<file path="src/rtl/wb_stage_if.sv">
// Signal bundle between the M stage and the W stage. It also carries the
// register-file write port, the forwarding port and the debug trace port.
interface wb_stage_if;
  logic        stall_w;
  logic        flush_w;
  logic        m_valid;
  logic [31:0] m_pc;
  logic        m_regwrite;
  logic        m_memtoreg;
  logic [2:0]  m_load_type;
  logic [4:0]  m_wa;
  logic [31:0] m_alu_result;
  logic [31:0] data_sram_rdata;

  logic        we3;
  logic [4:0]  wa3;
  logic [31:0] wd3;
  logic        w_fwd_valid;
  logic [4:0]  w_fwd_wa;
  logic [31:0] w_fwd_data;
  logic [31:0] debug_wb_pc;
  logic [3:0]  debug_wb_rf_wen;
  logic [4:0]  debug_wb_rf_wnum;
  logic [31:0] debug_wb_rf_wdata;
  logic [31:0] retire_cnt;

  modport slave (
    input  stall_w, flush_w, m_valid, m_pc, m_regwrite, m_memtoreg,
           m_load_type, m_wa, m_alu_result, data_sram_rdata,
    output we3, wa3, wd3, w_fwd_valid, w_fwd_wa, w_fwd_data, debug_wb_pc,
           debug_wb_rf_wen, debug_wb_rf_wnum, debug_wb_rf_wdata, retire_cnt
  );

  modport master (
    output stall_w, flush_w, m_valid, m_pc, m_regwrite, m_memtoreg,
           m_load_type, m_wa, m_alu_result, data_sram_rdata,
    input  we3, wa3, wd3, w_fwd_valid, w_fwd_wa, w_fwd_data, debug_wb_pc,
           debug_wb_rf_wen, debug_wb_rf_wnum, debug_wb_rf_wdata, retire_cnt
  );
endinterface

</file>
<file path="src/rtl/wb_stage.sv">
// MEM/WB pipeline register and writeback select. It extracts load data from
// the synchronous SRAM and drives the register-file write, forwarding and trace ports.
module wb_stage #(
  parameter logic [31:0] PC_RESET = 32'hBFC0_0000
) (
  input  logic     clk,
  input  logic     rst,
  wb_stage_if.slave bus
);

  logic        r_valid_p0;
  logic [31:0] r_pc_p0;
  logic        r_regwrite_p0;
  logic        r_memtoreg_p0;
  logic [2:0]  r_load_type_p0;
  logic [4:0]  r_wa_p0;
  logic [31:0] r_alu_p0;
  logic        r_hold_p0;
  logic [31:0] r_rdata_hold_p0;
  logic [31:0] r_retire_cnt;

  logic [31:0] w_raw;
  logic [31:0] w_wd;
  logic        w_wr_gpr;
  logic        w_we;

  function automatic logic [31:0] extract_load(input logic [2:0]  lt,
                                               input logic [1:0]  off,
                                               input logic [31:0] raw);
    logic signed [7:0]  v_b;
    logic signed [15:0] v_h;
    logic [31:0]        v_res;
    v_b = raw[{off, 3'b000} +: 8];
    v_h = off[1] ? raw[31:16] : raw[15:0];
    case (lt)
      3'd1:    v_res = 32'(v_b);
      3'd2:    v_res = {24'd0, v_b};
      3'd3:    v_res = 32'(v_h);
      3'd4:    v_res = {16'd0, v_h};
      default: v_res = raw;
    endcase
    return v_res;
  endfunction

  // M -> W pipeline register (stall outranks flush)
  always_ff @(posedge clk) begin
    if (rst) begin
      r_valid_p0     <= 1'b0;
      r_pc_p0        <= PC_RESET;
      r_regwrite_p0  <= 1'b0;
      r_memtoreg_p0  <= 1'b0;
      r_load_type_p0 <= 3'd0;
      r_wa_p0        <= 5'd0;
      r_alu_p0       <= 32'd0;
    end else if (bus.stall_w) begin
      r_valid_p0 <= r_valid_p0;
    end else if (bus.flush_w) begin
      r_valid_p0     <= 1'b0;
      r_pc_p0        <= 32'd0;
      r_regwrite_p0  <= 1'b0;
      r_memtoreg_p0  <= 1'b0;
      r_load_type_p0 <= 3'd0;
      r_wa_p0        <= 5'd0;
      r_alu_p0       <= 32'd0;
    end else begin
      r_valid_p0     <= bus.m_valid;
      r_pc_p0        <= bus.m_pc;
      r_regwrite_p0  <= bus.m_regwrite;
      r_memtoreg_p0  <= bus.m_memtoreg;
      r_load_type_p0 <= bus.m_load_type;
      r_wa_p0        <= bus.m_wa;
      r_alu_p0       <= bus.m_alu_result;
    end
  end

  // The SRAM only presents the load word in the first W cycle, so keep it while stalled
  always_ff @(posedge clk) begin
    if (rst) begin
      r_hold_p0       <= 1'b0;
      r_rdata_hold_p0 <= 32'd0;
    end else if (!bus.stall_w) begin
      r_hold_p0 <= 1'b0;
    end else if (!r_hold_p0) begin
      r_hold_p0       <= 1'b1;
      r_rdata_hold_p0 <= bus.data_sram_rdata;
    end
  end

  always_ff @(posedge clk) begin
    if (rst)
      r_retire_cnt <= 32'd0;
    else if (r_valid_p0 && !bus.stall_w)
      r_retire_cnt <= r_retire_cnt + 32'd1;
  end

  // W stage: writeback select and output ports
  assign w_raw    = r_hold_p0 ? r_rdata_hold_p0 : bus.data_sram_rdata;
  assign w_wd     = r_memtoreg_p0 ? extract_load(r_load_type_p0, r_alu_p0[1:0], w_raw)
                                  : r_alu_p0;
  assign w_wr_gpr = r_valid_p0 & r_regwrite_p0 & (r_wa_p0 != 5'd0);
  assign w_we     = w_wr_gpr & ~bus.stall_w & ~rst;

  assign bus.we3               = w_we;
  assign bus.wa3               = r_wa_p0;
  assign bus.wd3               = w_wd;
  assign bus.w_fwd_valid       = w_wr_gpr;
  assign bus.w_fwd_wa          = r_wa_p0;
  assign bus.w_fwd_data        = w_wd;
  assign bus.debug_wb_pc       = r_pc_p0;
  assign bus.debug_wb_rf_wen   = {4{w_we}};
  assign bus.debug_wb_rf_wnum  = r_wa_p0;
  assign bus.debug_wb_rf_wdata = w_wd;
  assign bus.retire_cnt        = r_retire_cnt;

endmodule
</file>
<file path="src/flat_wrapper.sv">
// flat-port wrapper written by rule: the top's interface ports become plain ports
module wb_stage_flat 
#(
  parameter logic [31:0] PC_RESET = 32'hBFC0_0000
)
  (clk, rst, bus_stall_w, bus_flush_w, bus_m_valid, bus_m_pc, bus_m_regwrite, bus_m_memtoreg, bus_m_load_type, bus_m_wa, bus_m_alu_result, bus_data_sram_rdata, bus_we3, bus_wa3, bus_wd3, bus_w_fwd_valid, bus_w_fwd_wa, bus_w_fwd_data, bus_debug_wb_pc, bus_debug_wb_rf_wen, bus_debug_wb_rf_wnum, bus_debug_wb_rf_wdata, bus_retire_cnt);
  wb_stage_if bus_i ();
  input  logic clk;
  input  logic rst;
  input wire logic [$bits(bus_i.stall_w)-1:0] bus_stall_w;
  input wire logic [$bits(bus_i.flush_w)-1:0] bus_flush_w;
  input wire logic [$bits(bus_i.m_valid)-1:0] bus_m_valid;
  input wire logic [$bits(bus_i.m_pc)-1:0] bus_m_pc;
  input wire logic [$bits(bus_i.m_regwrite)-1:0] bus_m_regwrite;
  input wire logic [$bits(bus_i.m_memtoreg)-1:0] bus_m_memtoreg;
  input wire logic [$bits(bus_i.m_load_type)-1:0] bus_m_load_type;
  input wire logic [$bits(bus_i.m_wa)-1:0] bus_m_wa;
  input wire logic [$bits(bus_i.m_alu_result)-1:0] bus_m_alu_result;
  input wire logic [$bits(bus_i.data_sram_rdata)-1:0] bus_data_sram_rdata;
  output wire logic [$bits(bus_i.we3)-1:0] bus_we3;
  output wire logic [$bits(bus_i.wa3)-1:0] bus_wa3;
  output wire logic [$bits(bus_i.wd3)-1:0] bus_wd3;
  output wire logic [$bits(bus_i.w_fwd_valid)-1:0] bus_w_fwd_valid;
  output wire logic [$bits(bus_i.w_fwd_wa)-1:0] bus_w_fwd_wa;
  output wire logic [$bits(bus_i.w_fwd_data)-1:0] bus_w_fwd_data;
  output wire logic [$bits(bus_i.debug_wb_pc)-1:0] bus_debug_wb_pc;
  output wire logic [$bits(bus_i.debug_wb_rf_wen)-1:0] bus_debug_wb_rf_wen;
  output wire logic [$bits(bus_i.debug_wb_rf_wnum)-1:0] bus_debug_wb_rf_wnum;
  output wire logic [$bits(bus_i.debug_wb_rf_wdata)-1:0] bus_debug_wb_rf_wdata;
  output wire logic [$bits(bus_i.retire_cnt)-1:0] bus_retire_cnt;
  assign bus_i.stall_w = bus_stall_w;
  assign bus_i.flush_w = bus_flush_w;
  assign bus_i.m_valid = bus_m_valid;
  assign bus_i.m_pc = bus_m_pc;
  assign bus_i.m_regwrite = bus_m_regwrite;
  assign bus_i.m_memtoreg = bus_m_memtoreg;
  assign bus_i.m_load_type = bus_m_load_type;
  assign bus_i.m_wa = bus_m_wa;
  assign bus_i.m_alu_result = bus_m_alu_result;
  assign bus_i.data_sram_rdata = bus_data_sram_rdata;
  assign bus_we3 = bus_i.we3;
  assign bus_wa3 = bus_i.wa3;
  assign bus_wd3 = bus_i.wd3;
  assign bus_w_fwd_valid = bus_i.w_fwd_valid;
  assign bus_w_fwd_wa = bus_i.w_fwd_wa;
  assign bus_w_fwd_data = bus_i.w_fwd_data;
  assign bus_debug_wb_pc = bus_i.debug_wb_pc;
  assign bus_debug_wb_rf_wen = bus_i.debug_wb_rf_wen;
  assign bus_debug_wb_rf_wnum = bus_i.debug_wb_rf_wnum;
  assign bus_debug_wb_rf_wdata = bus_i.debug_wb_rf_wdata;
  assign bus_retire_cnt = bus_i.retire_cnt;
  wb_stage #(.PC_RESET(PC_RESET)) u_core (.clk(clk), .rst(rst), .bus(bus_i));
endmodule
</file>
<file path="config.mk">
export PLATFORM = sky130hd
export DESIGN_NAME = wb_stage_flat
export DESIGN_NICKNAME = d
export VERILOG_FILES = /design/src/rtl/wb_stage_if.sv /design/src/rtl/wb_stage.sv /design/src/flat_wrapper.sv
export SDC_FILE = /design/constraint.sdc
export NUM_CORES = 1
export LEC_CHECK = 0
export BUFFER_PORTS_ARGS = -buffer_cell sky130_fd_sc_hd__buf_2
export CAP_MARGIN = 30
export CORE_MARGIN = 4
export CORE_UTILIZATION = 48
export DETAILED_ROUTE_END_ITERATION = 10
export PLACE_DENSITY = 0.81
export RECOVER_POWER = 25
export REMOVE_ABC_BUFFERS = 1
export SLEW_MARGIN = 20
export SYNTH_ARGS = -nofsm -noshare
export SYNTH_HDL_FRONTEND = slang
export SYNTH_SLANG_ARGS = --single-unit
</file>
<file path="constraint.sdc">
create_clock -name clk -period 3 [get_ports clk]
set_input_delay 0.45 -clock clk [delete_from_list [all_inputs] [get_ports clk]]
set_output_delay 0.45 -clock clk [all_outputs]
set_load 0.02 [all_outputs]
</file>
After elaboration in Yosys (flattened, before gate mapping):

Cells that the tools add are included.

* bits in registers: 140
* input port bits: 111
* output and inout port bits: 181
* word-level logic and storage cells: 37

* $add $sub $neg: 1
* equality and inequality tests: 4
* shifts and indexed selects: 1
* muxes and demuxes: 12
* bitwise gates (word level): 6
* reduce and logical (&&, ||, !) cells: 3

Operator list (count)
* $mux W32: 4
* $pmux W32 S4: 1
* $add A32 B1 Y32 const B: 1
* $shiftx A32 B6 Y8: 1
* $mux W16: 1
* $eq A3 B2 Y1 const B: 2
* $mux W5: 1
* $reduce_bool A5 Y1: 1
* $and A1 B1 Y1: 4
* $mux W1: 4
* $eq A3 B1 Y1 const B: 1
* $eq A3 B3 Y1 const B: 1
* $mux W3: 1
* $not A1 Y1: 2
* $logic_and A1 B1 Y1: 1
* $logic_not A1 Y1: 1

Depth between registers and ports, before layout:

Gate-level depths: netlist (run 1).

* depth in word-level cells: 4
* depth in mapped cells: 8
* gate-level depth less buffers: 6

Worst setup path before layout (run 1):

OpenSTA, ideal clock, no wires.

* path kind: reg2out
* start point: reg u_core.r_hold_p0
* end point: out bus_w_fwd_data[8]
* arrival time: 2.224 ns
* required time: 2.550 ns
* slack: 0.326 ns
* stages on the path, launching flop included: 7
* path buffers: 2
* path through: dfxtp_1 > buf_4 > mux2i_1 > mux4_2 > o41a_4 > a31oi_1 > buf_4

* longest elaborated chain between the ends: 4
* elaborated cells on any way between the ends: 5
* classes of those cells: shift (1); mux (4)

Ends and longest elaborated chain
* start: declaration: line wb_stage.sv:18 `logic r_hold_p0;`
* start signal: assignment: line wb_stage.sv:79 `r_hold_p0 <= 1'b0;`
* start signal: assignment: line wb_stage.sv:82 `r_hold_p0 <= 1'b0;`
* start signal: assignment: line wb_stage.sv:84 `r_hold_p0 <= 1'b1;`
* $mux W32 *
* $shiftx A32 B6 Y8 / $mux W16 (equally long branches): line wb_stage.sv:33, wb_stage.sv:34
* $pmux W32 S4 *: line wb_stage.sv:35 `case (lt)`
* $mux W32 *: line wb_stage.sv:98 `assign w_wd = r_memtoreg_p0 ? extract_load(r_load_type_p0, r_alu_p0[1:0], w_raw)`
* end: declaration: line flat_wrapper.sv:25 `output wire logic [$bits(bus_i.w_fwd_data)-1:0] bus_w_fwd_data;`

Mark *: on every way between the ends. The rest lies on a longest branch, timed or not.

Worst setup path in the final report (run 1):

* start point: reg u_core.r_hold_p0
* end point: out bus_w_fwd_data[16]

Same word-level chain as after synthesis.

==> results.txt, run 1 <==
Port Buffers: 291
Die H: 127 µm
Final Skew: 8.30 ps
Outcome: finished, violations left
#FFs+latches synth: 140
Max_cap viols: 0
CORE AREA: 13900 µm²
Clock buffer depth: 2
Largest net degree at the start of global routing: 67
# hold bufs at CTS: 0
Initial antenna violation count: 4
Vias per Instance: 5.50
Unrepaired setup endpoints after global routing: true
Crit start category: flop
Share of cells above drive strength 1: 34.3%
Leakage: 3.80 nW
Total CTS buffers: 17
Area Growth Syn to Fin: 25.9%
# setup viols final: 4
Placed cell area: 7850 µm²
Fmax: 330 MHz
Antenna Violating Nets Remaining: 0
Max-slew violation count: 0
First-pass GRT wire length: 30700 µm
Gpl congestion: 0.913
CTS HTree Levels: 4
Final Cell Area: 8560 µm²
Post-Route WL: 20700 µm
Sequential fraction of the synthesis area: 41.2%
Actual slew at the worst max-slew pin: 1370 ps
Main synth FF type: dfxtp_1
Post-Synthesis Cell Area: 6800 µm²
Commonest non-fill, non-tap cell in the layout: buf_2
Syn Inst Count: 753
GR Overflow Total: 0
Pwr dens: 579 nW/µm²
Detailed-route wire length per cell: 17.9 µm
DIE WIDTH: 127 µm
Clk_lat worst skew: 420 ps
Row count: 43
EDFF count, synth: 0
Reg clk slew, reported paths: 60 ps
DRC viols: 0
Clock root cell: clkbuf_16
Fin cells: 1154
Die ar.: 16100 µm²
Crit-path max FO: 8
IO Count: 292
Failing checks: negative setup slack
Maximum VDD drop: 0.000384 V
Syn_area_per_cell: 9.03 µm²
Placed insts: 1116
Final Worst Setup Slack: -27.4 ps
Tmin final: 3030 ps
DR pass1 iterations: 7
WP data required: 2550 ps
Final core occ: 61.6%
Sinks on Clock Net: 140
Crit path kind: reg -> out
Yosys warns: 0
Ys async rst share: 0%
Detail Placement HPWL: 14700 µm
Worst hold path class: in -> reg
Hold WS: 233 ps
CP endpoint kind: primary output
Most frequent cells in the layout: buf_2, dfxtp_1, nor2_1
DRT iter0 DRCs: 428
Fin crit share: 101%
Initial Util: 49.0%
Hold Violations, Final: 0
All-layer global routing usage: 24.1%
Power, Total: 4.95 mW
Cell variety after synth: 58
Total number of vias: 6345
Relative slew slack: 8.77%
Data arrival, critical path: 2580 ps
Final net count: 1072
Vias in the first global route: 5986
CTS tree: yes
-- area by class of cell --
type / count / area (µm²)
well taps: 180 / 225
fillers: 1221 / 5330
inverters: 9 / 33.8
multi-input cells: 472 / 3210
diodes: 1 / 2.50
flip-flops and latches: 140 / 2810
repair buffers: 320 / 1660
clock buffers: 18 / 439
clock inverters: 14 / 183
-- cells by family (layout without fill, tap and decap cells) --
group | after synthesis | count (layout) | synth area share, %
buffers and inverters | 142 | 361 | 12.8
AOI/OAI and AO/OA | 180 | 180 | 20.1
and+or+nand+nor | 217 | 218 | 15.2
DFF | 140 | 140 | 41.2
muxes | 41 | 41 | 6.33
adders and majority gates | 1 | 1 | 0.184
xor gates and xnor gates | 32 | 32 | 4.12
other | 0 | 1 | 0
-- report_power, final --
group / internal [mW] / switching, mW
logic: 0.291 / 0.475
registers: 1.93 / 0.0494
clock network: 1.35 / 0.856
-- through the flow --
step	TNS (ps)	setup WS (ps)
after floorplan	-155500	-1310
after global placement	0	266
after detailed placement	0	222
after CTS	0	2.42
after global routing	-709	-57.2
final	-69.2	-27.4
-- critical path, stage by stage, from the launching register on --
cell     delay, ps
dfxtp_4        380
mux2i_1        160
mux4_2         520
o41a_4         480
nand2_8        160
o22a_1         230
buf_2          200
-- layer usage --
metal / GRT usage (%) / share of wire, %
met1: 29.5 / 41
met2: 40.6 / 49
met3: 6.06 / 7.8
met4: 9.65 / 2.9
met5: 0 / 0.22
-- synth_stat cells (all sizes together), types with 12 or more instances --
| cell type | instances | area, µm² |
|---|---|---|
| nor4 | 12 | 109 |
| a22o | 67 | 587 |
| dfxtp | 140 | 2800 |
| xnor2 | 23 | 201 |
| clkbuf | 40 | 160 |
| nand2 | 68 | 263 |
| a211oi | 13 | 97.6 |
| a21oi | 40 | 200 |
| o22a | 19 | 166 |
| mux2i | 34 | 340 |
| buf | 92 | 671 |
| nor2 | 84 | 315 |
-- path summary, 6_finish.rpt --
check	endpoint	slack [ps]	startpoint	depth (start not counted)
min	u_core.bus.debug_wb_pc[21]	230	bus_m_pc[21]	2
max reg2reg	u_core.bus.retire_cnt[31]	910	u_core.bus.retire_cnt[4]	5
max	bus_w_fwd_data[16]	-30	u_core.r_hold_p0	6
min reg2reg	u_core.r_rdata_hold_p0[8]	460	u_core.r_rdata_hold_p0[8]	2
-- flip-flops by register name, indices dropped and copies added, names as in the netlist --
signal and flops:
u_core.bus.retire_cnt 32, u_core.r_hold_p0 1, u_core.bus.debug_wb_rf_wnum 5, u_core.bus.debug_wb_pc 32
u_core.r_alu_p0 32, u_core.r_rdata_hold_p0 32, u_core.r_memtoreg_p0 1, u_core.r_valid_p0 1
u_core.r_regwrite_p0 1, u_core.r_load_type_p0 3
-- repair_timing --
| action | in CTS | in global routing |
|---|---|---|
| pin swaps | 0 | 6 |
| gates resized for setup | 4 | 30 |
| gates cloned | 1 | 0 |
| setup buffers | 1 | 2 |
| setup endpoints to repair | 51 | 70 |
Power figures use the tool's default switching activity.
==> run 2, diff against run 1 <==
==> constraint.sdc (replaced) <==
create_clock -name clk -period 3 [get_ports clk]
set_input_delay 0.6 -clock clk [delete_from_list [all_inputs] [get_ports clk]]
set_output_delay 0.6 -clock clk [all_outputs]
set_load 0.02 [all_outputs]
==> run 2 against run 1 <==
Compared with the run above:
- the run still ends with negative setup slack left
- clock skew barely moved
- global-route usage rose by 1.8 points
- design area rose by 8.1%
- sequential power barely moved
- register-to-register slack got worse by 110 ps
- critical path depth rose by 2
- flip-flop and latch count did not move
- combinational power rose by 20%
- hold slack improved by 150 ps
- worst setup slack got worse by 150 ps
- routed wire length rose by 9.3%
- count of clock-buffer cells in the layout did not move
- highest routed layer unchanged
==> results.txt, run 2 (synthesis results as in run 1) <==
Final core occ: 66.6% (was 61.6%)
Max-slew violation count: 0 (unchanged)
Flop2flop setup slack: 800 ps (was 910 ps)
Detailed-route wire length per cell: 19.5 µm (was 17.9 µm)
Clock root cell: clkbuf_16 (unchanged)
First-pass GRT wire length: 33000 µm (was 30700 µm)
Gpl congestion: 0.913 (about the same)
Hold WS: 381 ps (was 233 ps)
Final Skew: 8.11 ps (was 8.30 ps)
WHS Path Cells: 2 (unchanged)
FF-to-FF Start: u_core.bus.retire_cnt[4] (unchanged)
DIE WIDTH: 127 µm (unchanged)
CTS HTree Levels: 4 (unchanged)
Crit-path max FO: 6 (was 8)
Final Worst Setup Slack: -176 ps (was -27.4 ps)
Detail Placement HPWL: 14800 µm (was 14700 µm)
Pwr dens: 532 nW/µm² (was 579 nW/µm²)
Most frequent cells in the layout: buf_2, dfxtp_1, nor2_1 (unchanged)
Vias per Instance: 5.65 (was 5.50)
Die H: 127 µm (unchanged)
Total CTS buffers: 17 (unchanged)
DRT iter0 DRCs: 530 (was 428)
CTS tree: yes (unchanged)
Clock buffer depth: 2 (unchanged)
Sinks on Clock Net: 140 (unchanged)
Unrepaired setup endpoints after global routing: true (unchanged)
Row count: 43 (unchanged)
Outcome: finished, violations left (unchanged)
Multi-input gate area: 3480 µm² (was 3210 µm²)
Crit path kind: reg -> out (unchanged)
Fin crit share: 106% (was 101%)
Hold Violations, Final: 0 (unchanged)
All-layer global routing usage: 25.8% (was 24.1%)
Largest net degree at the start of global routing: 68 (was 67)
DP Worst Slack: 13.9 ps (was 222 ps)
Die ar.: 16100 µm² (unchanged)
DRC viols: 0 (unchanged)
Post-Route WL: 22600 µm (was 20700 µm)
Final net count: 1078 (was 1072)
CORE AREA: 13900 µm² (unchanged)
Total number of vias: 6547 (was 6345)
Share of cells above drive strength 1: 42.3% (was 34.3%)
# setup viols final: 72 (was 4)
Hold_sp: bus_m_alu_result[15] (was bus_m_pc[21])
Tmin final: 3180 ps (was 3030 ps)
CP endpoint kind: primary output (unchanged)
Initial Util: 49.0% (unchanged)
Reg clk slew, reported paths: 60 ps (about the same)
Reg2Reg Capture Point: u_core.bus.retire_cnt[23] (was u_core.bus.retire_cnt[31])
Worst reg2reg path depth: 5 (unchanged)
GR Overflow Total: 0 (unchanged)
IO Count: 292 (unchanged)
Crit start category: flop (unchanged)
# hold bufs at CTS: 0 (unchanged)
Failing checks: negative setup slack (unchanged)
Fmax: 315 MHz (was 330 MHz)
Maximum VDD drop: 0.000424 V (was 0.000384 V)
Max_cap viols: 0 (unchanged)
Initial antenna violation count: 1 (was 4)
Actual slew at the worst max-slew pin: 947 ps (was 1370 ps)
Final setup TNS: -5890 ps (was -69.2 ps)
Port Buffers: 291 (unchanged)
Register area: 2810 µm² (unchanged)
WP data required: 2400 ps (was 2550 ps)
Data arrival, critical path: 2580 ps (about the same)
Fillers: 1072 (was 1221)
Antenna Violating Nets Remaining: 0 (unchanged)
Commonest non-fill, non-tap cell in the layout: buf_2 (unchanged)
Worst hold path class: in -> reg (unchanged)
Clk_lat worst skew: 430 ps (was 420 ps)
Vias in the first global route: 6198 (was 5986)
Antenna diodes: 0 (was 1)
DR pass1 iterations: 6 (was 7)
Area Growth Syn to Fin: 36.0% (was 25.9%)
Hold endpoint: u_core.r_alu_p0[15] (was u_core.bus.debug_wb_pc[21])
Leakage: 4.10 nW (was 3.80 nW)
Relative slew slack: 36.9% (was 8.77%)
## run 2: cell types whose count changed in the layout (fill, tap and decap cells not counted), sizes merged
cell / change
buf: +58
bufinv: -2
clkbuf: -52
diode: -1
inv: +2
## run 2: worst max-delay path by stage
stage / from / endpoint / slack (ps) / cells past startpoint
detailed placement: bus_data_sram_rdata[15] / bus_w_fwd_data[25] / 10 / 7
global placement: bus_data_sram_rdata[7] / bus_debug_wb_rf_wdata[25] / 40 / 7
CTS: u_core.r_hold_p0 / bus_wd3[12] / -140 / 6
floorplan: bus_stall_w / u_core.bus.debug_wb_pc[0] / -1460 / 2
global route: u_core.r_hold_p0 / bus_wd3[22] / -230 / 7
finish: u_core.r_hold_p0 / bus_w_fwd_data[27] / -180 / 8
## run 2: area by class of cell
class                           instances  share of cell area [%]
Multi-Input combinational cell        472                    37.6
Sequential cell                       140                    30.4
Timing Repair Buffer                  326                    23.2
Clock buffer                           18                    4.64
Tap cell                              180                    2.44
Clock inverter                         14                    1.45
Inverter                                9                   0.365
## run 2: repair_timing
| action | in CTS | in global routing |
|---|---|---|
| buffers inserted | 5 | 3 |
| pin swaps | 14 | 10 |
| cloned | 1 | 0 |
| gates resized for setup | 75 | 107 |
| setup endpoints to repair | 90 | 89 |
## run 2: worst max-delay path, cell delays in order (launching register included)
cell and delay (ps):
dfxtp_4 390, mux2i_2 190, mux4_2 500, o41a_4 430
buf_12 150, nand2_8 70, buf_12 130, o22a_4 160
buf_6 120
## run 2: per-stage QoR
stage	area (µm²)	total power, mW	instances
global placement	7880	2.75	1118
floorplan	5960	2.43	620
finish	9250	4.92	1159
global route	9250	5.10	1159
CTS	8770	4.84	1156
detailed placement	7880	2.77	1118
## run 2: power by group
group | internal (mW) | total (mW) | leakage, nW | switching (mW)
Combinational | 0.391 | 0.920 | 2.68 | 0.529
Sequential | 1.93 | 1.98 | 1.15 | 0.0531
Clock | 1.16 | 2.02 | 0.272 | 0.863
## run 2: routing by layer
metal | global-route usage (%) | up-vias | part of all wire, %
met5 | 0 | - | 0.035
met4 | 9.78 | 2 | 4.0
met3 | 7.48 | 80 | 9.0
met2 | 43.2 | 358 | 50
met1 | 31.5 | 3069 | 37
li1 | - | 3038 | -
